File: src/rtl/float_seq_alu_if.sv
// rtl/float_seq_alu_if.sv - start/done request bus of the sequential float ALU
interface float_seq_alu_if #(
    parameter int Ne = 8,
    parameter int Nm = 23
);
    logic             start_i;
    logic [1:0]       op_i;
    logic [Ne+Nm:0]   a_i;
    logic [Ne+Nm:0]   b_i;
    logic             busy_o;
    logic             done_o;
    logic [Ne+Nm:0]   result_o;
    logic             ovf_o;
    logic             unf_o;
    logic             inv_o;

    modport master (
        output start_i, op_i, a_i, b_i,
        input  busy_o, done_o, result_o, ovf_o, unf_o, inv_o
    );

    modport slave (
        input  start_i, op_i, a_i, b_i,
        output busy_o, done_o, result_o, ovf_o, unf_o, inv_o
    );
endinterface

File: src/rtl/float_seq_alu.sv
// rtl/float_seq_alu.sv - multi-cycle add/sub/mul float unit; FLOAT_ROUND_NEAREST_EN selects RNE over truncation
module float_seq_alu #(
    parameter int Ne = 8,
    parameter int Nm = 23
) (
    input  logic           clk_i,
    input  logic           rst_i,
    float_seq_alu_if.slave bus
);
    localparam int W   = Ne + Nm + 1;
    localparam int SW  = Nm + 4;
    localparam int PW  = 2 * Nm + 2;
    localparam int LZW = $clog2(Nm + 5);
    localparam int CW  = $clog2(Nm + 1);
    localparam logic signed [Ne+1:0] EXP_BIAS = (Ne+2)'(2**(Ne-1) - 1);
    localparam logic signed [Ne+1:0] EXP_MAX  = (Ne+2)'(2**Ne - 2);
    localparam logic signed [Ne+1:0] EXP_MIN  = (Ne+2)'(1);

    typedef enum logic [2:0] {IDLE, ALIGN, ADD, MUL, NORM, PACK} state_t;

    function automatic logic [Ne-1:0] exp_of(input logic [W-1:0] x);
        return x[W-2:Nm];
    endfunction

    function automatic logic [Nm:0] man_of(input logic [W-1:0] x);
        return (x[W-2:Nm] == '0) ? '0 : {1'b1, x[Nm-1:0]};
    endfunction

    function automatic logic [LZW-1:0] lzc(input logic [SW-1:0] v);
        logic [LZW-1:0] n;
        n = '0;
        for (int i = 0; i < SW; i++) begin
            if (v[i]) n = LZW'(SW - 1 - i);
        end
        return n;
    endfunction

    state_t state_q, state_d;
    logic [1:0]           op_q;
    logic [W-1:0]         a_q, b_q;
    logic                 sign_q, eff_sub_q;
    logic signed [Ne+1:0] exp_q;
    logic [SW-1:0]        big_q, small_q;
    logic [SW:0]          sum_q;
    logic [PW-1:0]        prod_q;
    logic [Nm:0]          mcand_q;
    logic [CW-1:0]        cnt_q;
    logic                 done_q, ovf_q, unf_q, inv_q;
    logic [W-1:0]         result_q;

    assign bus.busy_o   = (state_q != IDLE);
    assign bus.done_o   = done_q;
    assign bus.result_o = result_q;
    assign bus.ovf_o    = ovf_q;
    assign bus.unf_o    = unf_q;
    assign bus.inv_o    = inv_q;

    always_ff @(posedge clk_i or posedge rst_i) begin
        if (rst_i) state_q <= IDLE;
        else       state_q <= state_d;
    end

    always_comb begin
        state_d = state_q;
        case (state_q)
            IDLE: begin
                if (bus.start_i) begin
                    case (bus.op_i)
                        2'b00, 2'b01: state_d = ALIGN;
                        2'b10:        state_d = MUL;
                        default:      state_d = PACK;
                    endcase
                end
            end
            ALIGN:   state_d = ADD;
            ADD:     state_d = NORM;
            MUL:     if (cnt_q == CW'(Nm)) state_d = NORM;
            NORM:    state_d = PACK;
            PACK:    state_d = IDLE;
            default: state_d = IDLE;
        endcase
    end

    // Alignment: larger magnitude first, smaller shifted into hidden..sticky
    logic          a_big;
    logic [W-1:0]  big_x, small_x;
    logic [Ne-1:0] diff;
    logic [SW-1:0] small_raw, small_al;

    always_comb begin
        a_big     = {exp_of(a_q), man_of(a_q)} >= {exp_of(b_q), man_of(b_q)};
        big_x     = a_big ? a_q : b_q;
        small_x   = a_big ? b_q : a_q;
        diff      = exp_of(big_x) - exp_of(small_x);
        small_raw = {man_of(small_x), 3'b000};
        if (diff > Ne'(Nm + 3))
            small_al = {{(SW-1){1'b0}}, |small_raw};
        else
            small_al = (small_raw >> diff)
                     | {{(SW-1){1'b0}}, |(small_raw & ~({SW{1'b1}} << diff))};
    end

    logic [Nm+1:0] psum;
    assign psum = {1'b0, prod_q[PW-1:Nm+1]} + (prod_q[0] ? {1'b0, mcand_q} : '0);

    logic [SW:0]          norm_in, norm_sig;
    logic [LZW-1:0]       lz;
    logic signed [Ne+1:0] norm_exp;

    always_comb begin
        norm_in = (op_q == 2'b10) ? {prod_q[PW-1:Nm-2], |prod_q[Nm-3:0]} : sum_q;
        lz      = lzc(norm_in[SW-1:0]);
        if (norm_in[SW]) begin
            norm_sig = {1'b0, norm_in[SW:2], norm_in[1] | norm_in[0]};
            norm_exp = exp_q + (Ne+2)'(1);
        end else begin
            norm_sig = norm_in << lz;
            norm_exp = exp_q - $signed({{(Ne+2-LZW){1'b0}}, lz});
        end
    end

    logic                 round_up;
    logic [Nm+1:0]        mant_r;
    logic signed [Ne+1:0] exp_r;
    logic [W-1:0]         pack_res;
    logic                 pack_ovf, pack_unf, pack_inv;

    always_comb begin
`ifdef FLOAT_ROUND_NEAREST_EN
        round_up = sum_q[2] & (sum_q[1] | sum_q[0] | sum_q[3]);
`else
        round_up = 1'b0;
`endif
        mant_r   = {1'b0, sum_q[SW-1:3]} + (Nm+2)'(round_up);
        exp_r    = exp_q + $signed({{(Ne+1){1'b0}}, mant_r[Nm+1]});
        pack_res = '0;
        pack_ovf = 1'b0;
        pack_unf = 1'b0;
        pack_inv = 1'b0;
        if (op_q == 2'b11) begin
            pack_inv = 1'b1;
        end else if (mant_r[Nm+1:Nm] == 2'b00) begin
            pack_res = '0;
        end else if (exp_r > EXP_MAX) begin
            pack_res = {sign_q, Ne'(2**Ne - 2), {Nm{1'b1}}};
            pack_ovf = 1'b1;
        end else if (exp_r < EXP_MIN) begin
            pack_res = {sign_q, {(W-1){1'b0}}};
            pack_unf = 1'b1;
        end else begin
            // on a rounding carry the low Nm bits of mant_r are already zero
            pack_res = {sign_q, exp_r[Ne-1:0], mant_r[Nm-1:0]};
        end
    end

    always_ff @(posedge clk_i or posedge rst_i) begin
        if (rst_i) begin
            op_q      <= '0;
            a_q       <= '0;
            b_q       <= '0;
            sign_q    <= 1'b0;
            eff_sub_q <= 1'b0;
            exp_q     <= '0;
            big_q     <= '0;
            small_q   <= '0;
            sum_q     <= '0;
            prod_q    <= '0;
            mcand_q   <= '0;
            cnt_q     <= '0;
            done_q    <= 1'b0;
            result_q  <= '0;
            ovf_q     <= 1'b0;
            unf_q     <= 1'b0;
            inv_q     <= 1'b0;
        end else begin
            done_q <= (state_q == PACK);
            case (state_q)
                IDLE: begin
                    if (bus.start_i) begin
                        op_q    <= bus.op_i;
                        a_q     <= bus.a_i;
                        b_q     <= {bus.b_i[W-1] ^ (bus.op_i == 2'b01), bus.b_i[W-2:0]};
                        sign_q  <= bus.a_i[W-1] ^ bus.b_i[W-1];
                        exp_q   <= $signed({2'b00, exp_of(bus.a_i)})
                                 + $signed({2'b00, exp_of(bus.b_i)}) - EXP_BIAS;
                        mcand_q <= man_of(bus.a_i);
                        prod_q  <= {{(Nm+1){1'b0}}, man_of(bus.b_i)};
                        cnt_q   <= '0;
                    end
                end
                ALIGN: begin
                    big_q     <= {man_of(big_x), 3'b000};
                    small_q   <= small_al;
                    exp_q     <= $signed({2'b00, exp_of(big_x)});
                    sign_q    <= big_x[W-1];
                    eff_sub_q <= a_q[W-1] ^ b_q[W-1];
                end
                ADD: begin
                    sum_q <= eff_sub_q ? ({1'b0, big_q} - {1'b0, small_q})
                                       : ({1'b0, big_q} + {1'b0, small_q});
                end
                MUL: begin
                    prod_q <= {psum, prod_q[Nm:1]};
                    cnt_q  <= cnt_q + CW'(1);
                end
                NORM: begin
                    sum_q <= norm_sig;
                    exp_q <= norm_exp;
                end
                PACK: begin
                    result_q <= pack_res;
                    ovf_q    <= pack_ovf;
                    unf_q    <= pack_unf;
                    inv_q    <= pack_inv;
                end
                default: ;
            endcase
        end
    end
endmodule

File: src/flat_wrapper.sv
// flat-port wrapper written by rule: the top's interface ports become plain ports
module float_seq_alu_flat 
#(
    parameter int Ne = 8,
    parameter int Nm = 23
)
  (clk_i, rst_i, bus_start_i, bus_op_i, bus_a_i, bus_b_i, bus_busy_o, bus_done_o, bus_result_o, bus_ovf_o, bus_unf_o, bus_inv_o);
  float_seq_alu_if #(.Ne(Ne), .Nm(Nm)) bus_i ();
  input  logic clk_i;
  input  logic rst_i;
  input wire logic [$bits(bus_i.start_i)-1:0] bus_start_i;
  input wire logic [$bits(bus_i.op_i)-1:0] bus_op_i;
  input wire logic [$bits(bus_i.a_i)-1:0] bus_a_i;
  input wire logic [$bits(bus_i.b_i)-1:0] bus_b_i;
  output wire logic [$bits(bus_i.busy_o)-1:0] bus_busy_o;
  output wire logic [$bits(bus_i.done_o)-1:0] bus_done_o;
  output wire logic [$bits(bus_i.result_o)-1:0] bus_result_o;
  output wire logic [$bits(bus_i.ovf_o)-1:0] bus_ovf_o;
  output wire logic [$bits(bus_i.unf_o)-1:0] bus_unf_o;
  output wire logic [$bits(bus_i.inv_o)-1:0] bus_inv_o;
  assign bus_i.start_i = bus_start_i;
  assign bus_i.op_i = bus_op_i;
  assign bus_i.a_i = bus_a_i;
  assign bus_i.b_i = bus_b_i;
  assign bus_busy_o = bus_i.busy_o;
  assign bus_done_o = bus_i.done_o;
  assign bus_result_o = bus_i.result_o;
  assign bus_ovf_o = bus_i.ovf_o;
  assign bus_unf_o = bus_i.unf_o;
  assign bus_inv_o = bus_i.inv_o;
  float_seq_alu #(.Ne(Ne), .Nm(Nm)) u_core (.clk_i(clk_i), .rst_i(rst_i), .bus(bus_i));
endmodule
File: config.mk
export PLATFORM = sky130hd
export DESIGN_NAME = float_seq_alu_flat
export DESIGN_NICKNAME = d
export VERILOG_FILES = /design/src/rtl/float_seq_alu_if.sv /design/src/rtl/float_seq_alu.sv /design/src/flat_wrapper.sv
export SDC_FILE = /design/constraint.sdc
export NUM_CORES = 1
export LEC_CHECK = 0
export ABC_CLOCK_PERIOD_IN_PS = 10500
export CAP_MARGIN = 20
export CORE_ASPECT_RATIO = 1.75
export CORE_MARGIN = 8
export CORE_UTILIZATION = 35
export CTS_CLUSTER_DIAMETER = 30
export DETAILED_ROUTE_END_ITERATION = 8
export DONT_BUFFER_PORTS = 1
export PLACE_DENSITY_LB_ADDON = 0.3
export SLEW_MARGIN = 20
export SYNTH_ARGS = -nofsm -noshare
export SYNTH_HDL_FRONTEND = slang
export SYNTH_SLANG_ARGS = --single-unit
File: constraint.sdc
create_clock -name clk_i -period 10.5 [get_ports clk_i]
set_input_delay 1.575 -clock clk_i [delete_from_list [all_inputs] [get_ports clk_i]]
set_output_delay 1.575 -clock clk_i [all_outputs]
set_load 0.01 [all_outputs]
# Word level (Yosys, flattened, before mapping)
# Index checks and enable logic that the tools add are counted.
[word_totals] ff_bits=273 latchBits=0 ramBits=0 romBits=0 input_bits=69 output_inout_bits=37 word_cells=142 n_memories=0
[classes] addsub=9 multipliers=0 div_mod_pow=0 magnitude_cmp=4 eq_ne=12 shifts=3 mux=66 bitwise=7 n_reduce_logical=23
[ops] operator="two-way mux 24 bit" n=7
[ops] operator="two-way mux 5 bit" n=28
[ops] operator="two-way mux 32 bit" n=3
[ops] operator="case mux 48 bit (2 select lines)" n=1
[ops] operator="two-way mux 31 bit" n=3
[ops] operator="two-way mux 28 bit" n=3
[ops] operator="case mux 28 bit (2 select lines)" n=1
[ops] operator="logical NOT 8 bit" n=6
[ops] operator="two-way mux 48 bit" n=1
[ops] operator="greater-or-equal comparator 32 bit" n=1
[ops] operator="case mux 10 bit (3 select lines)" n=1
[ops] operator="adder 27 x 27 -> 28 bit" n=1
[ops] operator="left shift 28 x 5 -> 28 bit" n=1
[ops] operator="subtractor 27 x 27 -> 28 bit" n=1
[ops] operator="bitwise AND 27 bit" n=1
[ops] operator="two-way mux 27 bit" n=1
[ops] operator="NOT 27 bit" n=1
[ops] operator="OR 27 x 1 -> 27 bit" n=1
[ops] operator="OR reduction 27 bit" n=1
[ops] operator="left shift 27 x 8 -> 27 bit, first input constant" n=1
[ops] operator=">> shifter 27 x 8 -> 27 bit" n=1
[ops] operator="adder 24 x 25 -> 25 bit" n=1
[ops] operator="OR reduction 24 bit" n=1
[ops] operator="OR reduction 21 bit" n=1
[ops] operator="other kinds (32)" n=56

# Depth between registers and ports, before layout
# Gate-level depths: netlist of run 1.
[depth] depth_word=32 depth_mapped=29 depth_no_buf=25

# Worst setup path before layout of run 1
# OpenSTA, ideal clock, no wires.
[synth_path] kind="register -> register" from="register u_core.a_q[27]" to="register u_core.small_q[0]" arrival_ns=6.093 t_required_ns=10.365 path_slack_ns=4.271 stages_incl_launch_ff=28 n_path_buf=7 synth_period_minus_slack_ns=6.229 path_cell_list="dfrtp_1 -> nor4_1 -> nand3_1 -> clkbuf_1 -> and2_1 -> ha_1 -> a21oi_1 -> o21ai_1 -> a211o_1 -> a211o_1 -> o21ai_2 -> buf_6 -> clkbuf_1 -> buf_1 -> buf_1 -> buf_2 -> o21a_1 -> ha_1 -> clkbuf_1 -> inv_2 -> nand2_1 -> a21oi_1 -> mux2i_1 -> and4_4 -> a2111oi_4 -> o22ai_1 -> o41ai_1 -> nand3_1"
[synth_via] elab_chain_len=11 elab_cells_between_ends=17
[synth_lines] item="from (decl)" line="float_seq_alu.sv:40" source="logic [W-1:0] a_q, b_q;"
[synth_lines] item="from (signal assigned)" line="float_seq_alu.sv:181" source="a_q <= bus.a_i;"
[synth_lines] item="logical NOT 8 bit" line="float_seq_alu.sv:26" source="return (x[W-2:Nm] == '0) ? '0 : {1'b1, x[Nm-1:0]};"
[synth_lines] item="two-way mux 24 bit" line="float_seq_alu.sv:26"
[synth_lines] item="greater-or-equal comparator 32 bit" line="float_seq_alu.sv:91" source="a_big = {exp_of(a_q), man_of(a_q)} >= {exp_of(b_q), man_of(b_q)};"
[synth_lines] item="two-way mux 32 bit / two-way mux 31 bit (equally long branches)" line="float_seq_alu.sv:92, float_seq_alu.sv:93"
[synth_lines] item="subtractor 8 bit" line="float_seq_alu.sv:94" source="diff = exp_of(big_x) - exp_of(small_x);"
[synth_lines] item="left shift 27 x 8 -> 27 bit" line="float_seq_alu.sv:100" source="| {{(SW-1){1'b0}}, |(small_raw & ~({SW{1'b1}} << diff))};"
[synth_lines] item="NOT 27 bit" line="float_seq_alu.sv:100"
[synth_lines] item="bitwise AND 27 bit" line="float_seq_alu.sv:100"
[synth_lines] item="OR reduction 27 bit" line="float_seq_alu.sv:100"
[synth_lines] item="OR 27 x 1 -> 27 bit" line="float_seq_alu.sv:100"
[synth_lines] item="two-way mux 27 bit (*)" line="float_seq_alu.sv:96" source="if (diff > Ne'(Nm + 3))"
[synth_lines] item="to (signal assigned)" line="float_seq_alu.sv:193" source="small_q <= small_al;"
[synth_lines] item="to (decl)" line="float_seq_alu.sv:43" source="logic [SW-1:0] big_q, small_q;"
# Every way passes the cells marked *; elsewhere a longest branch is shown, timed or not.
# A chain may end at the register's enable or synchronous reset.

# Worst setup path after layout of run 1
# Ends and elaborated chain as after synthesis.

==> results of run 1 <==
==> kinds of logic after synthesis <==
group	synth area share
buf+inv	0.0464
flops	0.331
compound gates	0.226
simple gates	0.198
xor+xnor	0.0342
fa+ha+maj	0.0808
mux	0.0836
==> cell usage after synthesis (48+ instances only) <==
library cell  number
nand2_1          416
nand3_1           63
inv_1             92
a221o_1           60
o21ai_0          163
clkbuf_1         117
ha_1             127
and2_1            63
mux2i_1          141
nor3_1            83
a21oi_1          151
xnor2_1           48
dfrtp_1          273
nor2_1           141
==> critical path: stages (launching register included) <==
cell	delay (ns)
dfrtp_1	0.44
nor4_1	0.32
nand3_1	0.73
and2_1	0.47
ha_1	0.34
a21oi_1	0.18
a21boi_1	0.11
a211o_1	0.35
a211o_1	0.34
o21ai_4	0.14
buf_4	0.64
o21a_1	0.23
ha_1	0.22
buf_4	0.24
inv_2	0.45
nand2_1	0.14
a21oi_1	0.47
mux2i_1	0.18
and4_4	0.24
a2111oi_4	0.32
o22ai_1	0.15
o41ai_1	0.35
nand3_1	0.12
==> metrics by stage <==
| stage | hold slack, ns | cells | utilization | setup slack (ns) | area (µm²) |
|---|---|---|---|---|---|
| CTS | 0.483 | 3231 | 0.391 | 3.28 | 23000 |
| detailed placement | 0.471 | 3151 | 0.365 | 3.30 | 21500 |
| global route | 0.503 | 3231 | 0.391 | 2.74 | 23000 |
| finish | 0.479 | 3231 | 0.391 | 3.16 | 23000 |
| floorplan | 0.442 | 2477 | - | 1.40 | 20700 |
| global placement | 0.451 | 3150 | 0.365 | 3.45 | 21500 |
==> flip-flops by register name (all words and copies together) (netlist names), 2 cells and up <==
name                 flops
u_core.state_q           3
u_core.sum_q            28
u_core.a_q              32
u_core.big_q            24
u_core.bus.result_o     32
u_core.mcand_q          24
u_core.exp_q            10
u_core.cnt_q             5
u_core.prod_q           48
u_core.small_q          27
u_core.op_q              2
u_core.b_q              32
==> final timing paths <==
path,endpoint,slack [ns],cells past startpoint
min in group asynchronous,u_core.exp_q[7],1.02,1
min,u_core.mcand_q[23],0.48,1
max reg2reg,u_core.small_q[0],3.16,22
min reg2reg,u_core.mcand_q[23],0.48,1
max,u_core.small_q[0],3.16,22
max in group asynchronous,u_core.b_q[12],8.02,2
==> metal layers <==
metal | vias to the layer above | wire length (µm)
met3 | 236 | 3200
met1 | 9305 | 27600
li1 | 8911 | -
met4 | 4 | 7670
met5 | - | 26
met2 | 665 | 41100
==> final cells by class <==
type / instances / area share
Multi-Input combinational cell: 1961 / 0.564
Sequential cell: 273 / 0.297
Clock buffer: 49 / 0.0505
Tap cell: 780 / 0.0425
Inverter: 95 / 0.0158
Clock inverter: 31 / 0.0150
Timing Repair Buffer: 42 / 0.0148
==> run metrics, run 1 <==
overall routed net length=between 70000 and 80000 µm; dominant cell type by area after synthesis=dfrtp_1; met1 usage=0.237; diode count=0; WP data required=10.95 ns; wire per inst=between 20 and 25 µm; Async SR Flop Fraction=1.00; syn_nets=2677; share of cells above drive strength 1=0.0722; die area=approximately 0.067 mm²; # IOs=roughly 110; met2 usage=0.425; Post-CTS Resized=0; DPL Wire Length=about 62000 µm; Fillers=about 6000; Clk pin slew, worst setup/hold paths=0.06 ns; Synth Flop Type=dfrtp_1; Netlist cell types=a little over 90; RD Place Congestion=~1.0; H-tree levels=2; clock tree buffer depth=3; leading cell type in the layout, fill and taps excluded=nand2_1; Initial Util=0.352; met3 Use GR=0.0230; crit path kind=flop to flop; Final setup viols=0; R2R Path Start=u_core.a_q[27]; min-delay src=u_core.mcand_q[23]; max-cap check violation count=0; Total GRT Usage=0.234; Worst-Margin Slew=between 1 and 1.5 ns; # DRC=0; GRT overflow=0; Post-Syn Area=approximately 0.021 mm²; max-slew violations=0; root buffer cell=clkbuf_16; Clock Sinks=approximately 270; Synth Register Bits=about 270; Worst Hold Class=flop to flop; # hold bufs at CTS=0; Post-synth EDFFs=0; synth top area cells=dfrtp_1 33%, ha_1 7.7%, nand2_1 7.6%; # port buffers=0; status=finished clean; antenna violations before repair=2; DR vias=roughly 19000; Layout area overhead=11.2%; area of the multi-input gates=about 0.013 mm²; largest net degree at the start of global routing=approximately 150; Die Width=between 150 and 200 µm; initial drt markers=approximately 1500; Post-Synthesis Cells=about 2500; start point of the critical path=u_core.a_q[27]; worst-skew pair later-pin latency=just under 0.6 ns; Seq. cell area=just under 0.007 mm²; crit end category=flop; Rel. slew slack=0.286; # rows=roughly 120; total CTS buffers=44; Worst Skew=0.0414 ns; Routed Antenna Nets=0; GR peak layer=met2; sequential cell area fraction in the yosys report=0.331; clock period minus worst slack=7.34 ns; critical path peak fanout=58; number of warnings issued by yosys=0; Max Freq=between 0.1 and 0.15 GHz; Fin Setup TNS=0 ns; part of the cycle the worst path needs=0.699; detailed-route vias per instance=~6; NumNets Final=2617; core box area=between 0.05 and 0.06 mm²; RSZ-0062 raised after global routing=no; first-pass GRT wire length=between 100000 and 150000 µm; Startpoint Class=flop; TritonCTS clock tree=yes; number of global-route vias before repair=19421; final hold viol count=0; drt first pass iters=6; Die Ht=roughly 340 µm; critical path data arrival time=slightly below 8 ns; Yosys top cell area share=0.331; Mean Syn Cell Area=about 8.3 µm²; commonest cells after routing, fill and taps aside=414 x nand2_1, 273 x dfrtp_1, 162 x o21ai_0; Post CTS Setup Buffer Count=0
Power of run 1 is not shown: default switching activity piles up to over one toggle a cycle in this logic, so the estimate is an artifact.
==> run 2: changes to the inputs <==
--- a/config.mk
+++ b/config.mk
@@ -5,7 +5,7 @@
 export SDC_FILE = /design/constraint.sdc
 export NUM_CORES = 1
 export LEC_CHECK = 0
-export ABC_CLOCK_PERIOD_IN_PS = 10500
+export ABC_CLOCK_PERIOD_IN_PS = 7200
 export CAP_MARGIN = 20
 export CORE_ASPECT_RATIO = 1.75
 export CORE_MARGIN = 8
==> constraint.sdc (replaced) <==
create_clock -name clk_i -period 7.2 [get_ports clk_i]
set_input_delay 1.08 -clock clk_i [delete_from_list [all_inputs] [get_ports clk_i]]
set_output_delay 1.08 -clock clk_i [all_outputs]
set_load 0.01 [all_outputs]
==> run metrics, run 2 (synthesized netlist as in run 1, its figures left out) <==
critical path peak fanout=27; root buffer cell=clkbuf_16; number of global-route vias before repair=19250; first-pass GRT wire length=approximately 120000 µm; DPL Wire Length=approximately 63000 µm; Rel. slew slack=0.386; detailed-route vias per instance=5.89; Startpoint Class=flop; # rows=~120; total CTS buffers=between 40 and 50; Worst Skew=between 0.04 and 0.05 ns; CP cell instances=nor4_1 > nand3_1 > buf_4 > nand2_1 > ha_1 > a21oi_1 > o21a_1 > o211ai_1 > a211oi_2 > o2111ai_1 > o21a_1 > ha_1 > buf_4 > nor3_1 > a21oi_1 > mux2i_1 > and4_4 > a2111oi_4 > o22ai_1 > o41ai_1 > nand3_1; Die Ht=between 300 and 400 µm; Total GRT Usage=0.238; overall routed net length=81000 µm; largest net degree at the start of global routing=around 160; GRT overflow=0; wire per inst=between 20 and 25 µm; Routed Antenna Nets=0; area of the multi-input gates=about 0.013 mm²; part of the cycle the worst path needs=0.897; clock period minus worst slack=6.46 ns; worst-skew pair later-pin latency=between 0.5 and 0.6 ns; crit path kind=flop to flop; share of cells above drive strength 1=0.0802; status=finished clean; Clk pin slew, worst setup/hold paths=0.06 ns; # DRC=0; # hold bufs at CTS=0; final hold viol count=0; clock tree buffer depth=3; max FFs per register=48; Initial Util=0.352; R2R cell count=21; Final setup viols=0; Fin Setup TNS=0 ns; core box area=roughly 0.06 mm²; max-cap check violation count=0; commonest cells after routing, fill and taps aside=414 x nand2_1, 273 x dfrtp_1, 162 x o21ai_0; max-slew violations=0; Layout area overhead=12.0%; RD Place Congestion=around 1.0; initial drt markers=roughly 1400; Post-CTS Resized=0; die area=~0.067 mm²; H-tree levels=2; Seq. cell area=between 0.006 and 0.007 mm²; DR vias=19165; # port buffers=0; NumNets Final=around 2600; drt first pass iters=5; Die Width=approximately 200 µm; RSZ-0062 raised after global routing=no; leading cell type in the layout, fill and taps excluded=nand2_1; Max Freq=0.155 GHz; CP max stage delay=approximately 0.70 ns; Fillers=about 6000; WP data required=between 7 and 8 ns; crit end category=flop; antenna violations before repair=0; Largest Register=u_core.prod_q; TritonCTS clock tree=yes; Clock Sinks=273; # IOs=approximately 110; Worst-Margin Slew=around 0.92 ns; Worst Hold Class=input pin to async pin; CP max-delay cell=a211oi_2; Post CTS Setup Buffer Count=0; critical path data arrival time=6.91 ns
[run 2: cell types whose count changed in the layout (fill, tap and decap cells not counted), sizes merged]
cell      change
buf          +18
bufinv        +1
clkinv        +3
clkinvlp      +6
diode         +2
inv           -9
[run 2: critical path, delay by kind of cell, from the launching register on]
family / cells / cell delay (ns)
adders and majority gates: 2 / 0.57
muxes: 1 / 0.18
DFF: 1 / 0.40
AOI/OAI and AO/OA: 10 / 3.01
buffers and inverters: 2 / 0.74
and+or+nand+nor: 6 / 1.43
[run 2: cell type report]
type                       count  area share
clock buffer                  49      0.0506
inverter                      95      0.0156
antenna                        2    0.000216
tap                          780      0.0422
sequential                   273       0.295
timing repair buffer          60      0.0211
clock inverter                32      0.0151
multi-input combinational   1961       0.560
[run 2: worst paths after layout]
path / slack, ns / end / startpoint
hold reg to reg: 0.47 / u_core.mcand_q[23] / u_core.mcand_q[23]
setup reg to reg: 0.74 / u_core.small_q[0] / u_core.b_q[27]
hold / removal: 0.33 / u_core.prod_q[36] / rst_i
min in group clk_i: 0.47 / u_core.mcand_q[23] / u_core.mcand_q[23]
max in group asynchronous: 5.64 / u_core.a_q[24] / rst_i
setup / recovery: 0.74 / u_core.small_q[0] / u_core.b_q[27]
[run 2: routing by layer]
metal,vias up,share of wire,track usage
li1,8948,-,-
met1,9335,0.35,0.246
met2,641,0.52,0.433
met3,241,0.040,0.0263
met4,0,0.084,0.177
met5,-,0,0
[run 2: through the flow]
step                worst slack (ns)   util  instances  hold slack, ns  instance area (µm²)
finish                         0.740  0.394       3252           0.329                23100
global route                   0.295  0.394       3250           0.331                23100
CTS                            0.727  0.394       3250           0.312                23100
detailed placement             0.741  0.368       3169           0.459                21600
global placement               0.832  0.367       3168           0.456                21600
floorplan                      0.971      -       2477           0.442                20700
Power of run 2 is left out for the same reason.
==> run 3: changes to the inputs <==
--- a/config.mk
+++ b/config.mk
@@ -5,11 +5,10 @@
 export SDC_FILE = /design/constraint.sdc
 export NUM_CORES = 1
 export LEC_CHECK = 0
-export ABC_CLOCK_PERIOD_IN_PS = 7200
 export CAP_MARGIN = 20
 export CORE_ASPECT_RATIO = 1.75
 export CORE_MARGIN = 8
-export CORE_UTILIZATION = 35
+export CORE_UTILIZATION = 60
 export CTS_CLUSTER_DIAMETER = 30
 export DETAILED_ROUTE_END_ITERATION = 8
 export DONT_BUFFER_PORTS = 1
==> constraint.sdc (replaced) <==
create_clock -name clk_i -period 6.6 [get_ports clk_i]
set_input_delay 0.99 -clock clk_i [delete_from_list [all_inputs] [get_ports clk_i]]
set_output_delay 0.99 -clock clk_i [all_outputs]
set_load 0.01 [all_outputs]
==> run metrics, run 3 (synthesized netlist as in run 1, its figures left out) <==
status=finished clean; met1 wire length=26600 µm; H-tree levels=2; # hold bufs at CTS=0; initial drt markers=roughly 2100; crit path kind=flop to flop; TritonCTS clock tree=yes; DR vias=a little over 20000; first-pass GRT wire length=117000 µm; Initial Util=0.604; # DRC=0; Largest Register=u_core.prod_q; Final setup viols=0; Clk pin slew, worst setup/hold paths=approximately 0.06 ns; wire per inst=between 20 and 30 µm; Fin Setup TNS=0 ns; critical path data arrival time=6.49 ns; overall routed net length=approximately 77000 µm; max-cap check violation count=0; detailed-route vias per instance=slightly below 7; RD Place Congestion=just over 1; critical path peak fanout=26; RSZ-0062 raised after global routing=no; worst-skew pair later-pin latency=about 0.58 ns; met3 WL post-DR=around 5300 µm; # IOs=106; DPL Wire Length=57300 µm; Total GRT Usage=0.376; WL met2=between 30000 and 40000 µm; CP max-delay cell=a2111oi_0; Worst-Margin Slew=approximately 1 ns; Clock Sinks=approximately 270; Worst Skew=0.0382 ns; max-slew violations=0; WP data required=7.09 ns; # port buffers=0; R2R cell count=17; # rows=90; Post-CTS Resized=0; core box area=~0.034 mm²; GRT overflow=0; CP top delay family=compound AO/OA/AOI/OAI gates; R2R Path Start=u_core.a_q[27]; root buffer cell=clkbuf_16; CP cell instances=nor4_1 > nand3_1 > buf_4 > and2_1 > ha_1 > nand4_1 > nor3_1 > o21ai_1 > buf_4 > o2111ai_1 > a21oi_1 > o31ai_1 > nand2_1 > xnor2_1 > nand3_1 > a2111oi_0 > a311o_1; top sig layer=met5; clock tree buffer depth=3; largest net degree at the start of global routing=about 140; Layout area overhead=10.6%; Post CTS Setup Buffer Count=0; die area=0.0409 mm²; crit end category=flop; final hold viol count=0; WHS Path Cells=1; r2r endpoint=u_core.small_q[4]; NumNets Final=around 2600; Die Width=roughly 160 µm; antenna violations before repair=2; total CTS buffers=46; number of global-route vias before repair=approximately 20000; leading cell type in the layout, fill and taps excluded=nand2_1; Routed Antenna Nets=0; Buf+Inv Stages, Crit Path=2; commonest cells after routing, fill and taps aside=414 x nand2_1, 273 x dfrtp_1, 162 x o21ai_0; max FFs per register=48; CP max stage delay=about 0.6 ns; share of cells above drive strength 1=0.0808; Startpoint Class=flop; R2R Setup Slk=roughly 0.6 ns; drt first pass iters=5; clock period minus worst slack=about 6 ns; Max Freq=0.167 GHz; diode count=0; Die Ht=about 260 µm; part of the cycle the worst path needs=0.909; Worst Hold Path EP=u_core.mcand_q[23]; Worst Hold Class=flop to flop; min-delay src=u_core.mcand_q[23]; Rel. slew slack=0.342
-- run 3: worst max path at each step --
| stage | startpoint | end | slack (ns) | cells past startpoint |
|---|---|---|---|---|
| floorplan | u_core.a_q[27] | u_core.small_q[0] | 0.37 | 27 |
| global placement | u_core.a_q[28] | u_core.small_q[1] | 0.72 | 18 |
| detailed placement | u_core.a_q[27] | u_core.small_q[0] | 0.65 | 22 |
| CTS | u_core.a_q[27] | u_core.small_q[0] | 0.63 | 22 |
| global route | u_core.a_q[27] | u_core.small_q[2] | 0.15 | 23 |
| finish | u_core.a_q[27] | u_core.small_q[4] | 0.60 | 17 |
-- run 3: worst register-to-register path, cell delays in order (launching register included) --
cell and delay, ns:
dfrtp_1 0.44, nor4_1 0.38, nand3_1 0.12, buf_4 0.24, and2_1 0.20, ha_1 0.33, nand4_1 0.11, nor3_1 0.57
o21ai_1 0.26, buf_4 0.28, o2111ai_1 0.44, a21oi_1 0.18, o31ai_1 0.42, nand2_1 0.17, xnor2_1 0.56, nand3_1 0.45
a2111oi_0 0.59, a311o_1 0.18
-- run 3: layout make-up --
class                   instances  area (µm²)
fillers                      2921       11400
clock inverters                31         422
repair buffers                 63         489
flip-flops and latches        273        6830
multi-input cells            1961       13000
clock buffers                  53        1220
inverters                      95         360
well taps                     460         576
-- run 3: through the flow --
stage | cells | hold slack (ns) | worst slack (ns) | util | area (µm²)
2_1_floorplan | 2477 | 0.442 | 0.371 | - | 20700
3_3_place_gp | 2851 | 0.454 | 0.720 | 0.619 | 21200
3_5_place_dp | 2852 | 0.463 | 0.648 | 0.620 | 21200
4_1_cts | 2936 | 0.477 | 0.629 | 0.668 | 22900
5_1_grt | 2936 | 0.503 | 0.150 | 0.668 | 22900
6_report | 2936 | 0.474 | 0.602 | 0.668 | 22900
-- run 3: per-layer routing --
layer  track usage  vias to the layer above
met2         0.651                     1077
met5             0                        -
met1         0.408                     9731
met4         0.290                        2
met3        0.0527                      343
li1              -                     8963
Power of run 3 is left out for the same reason.
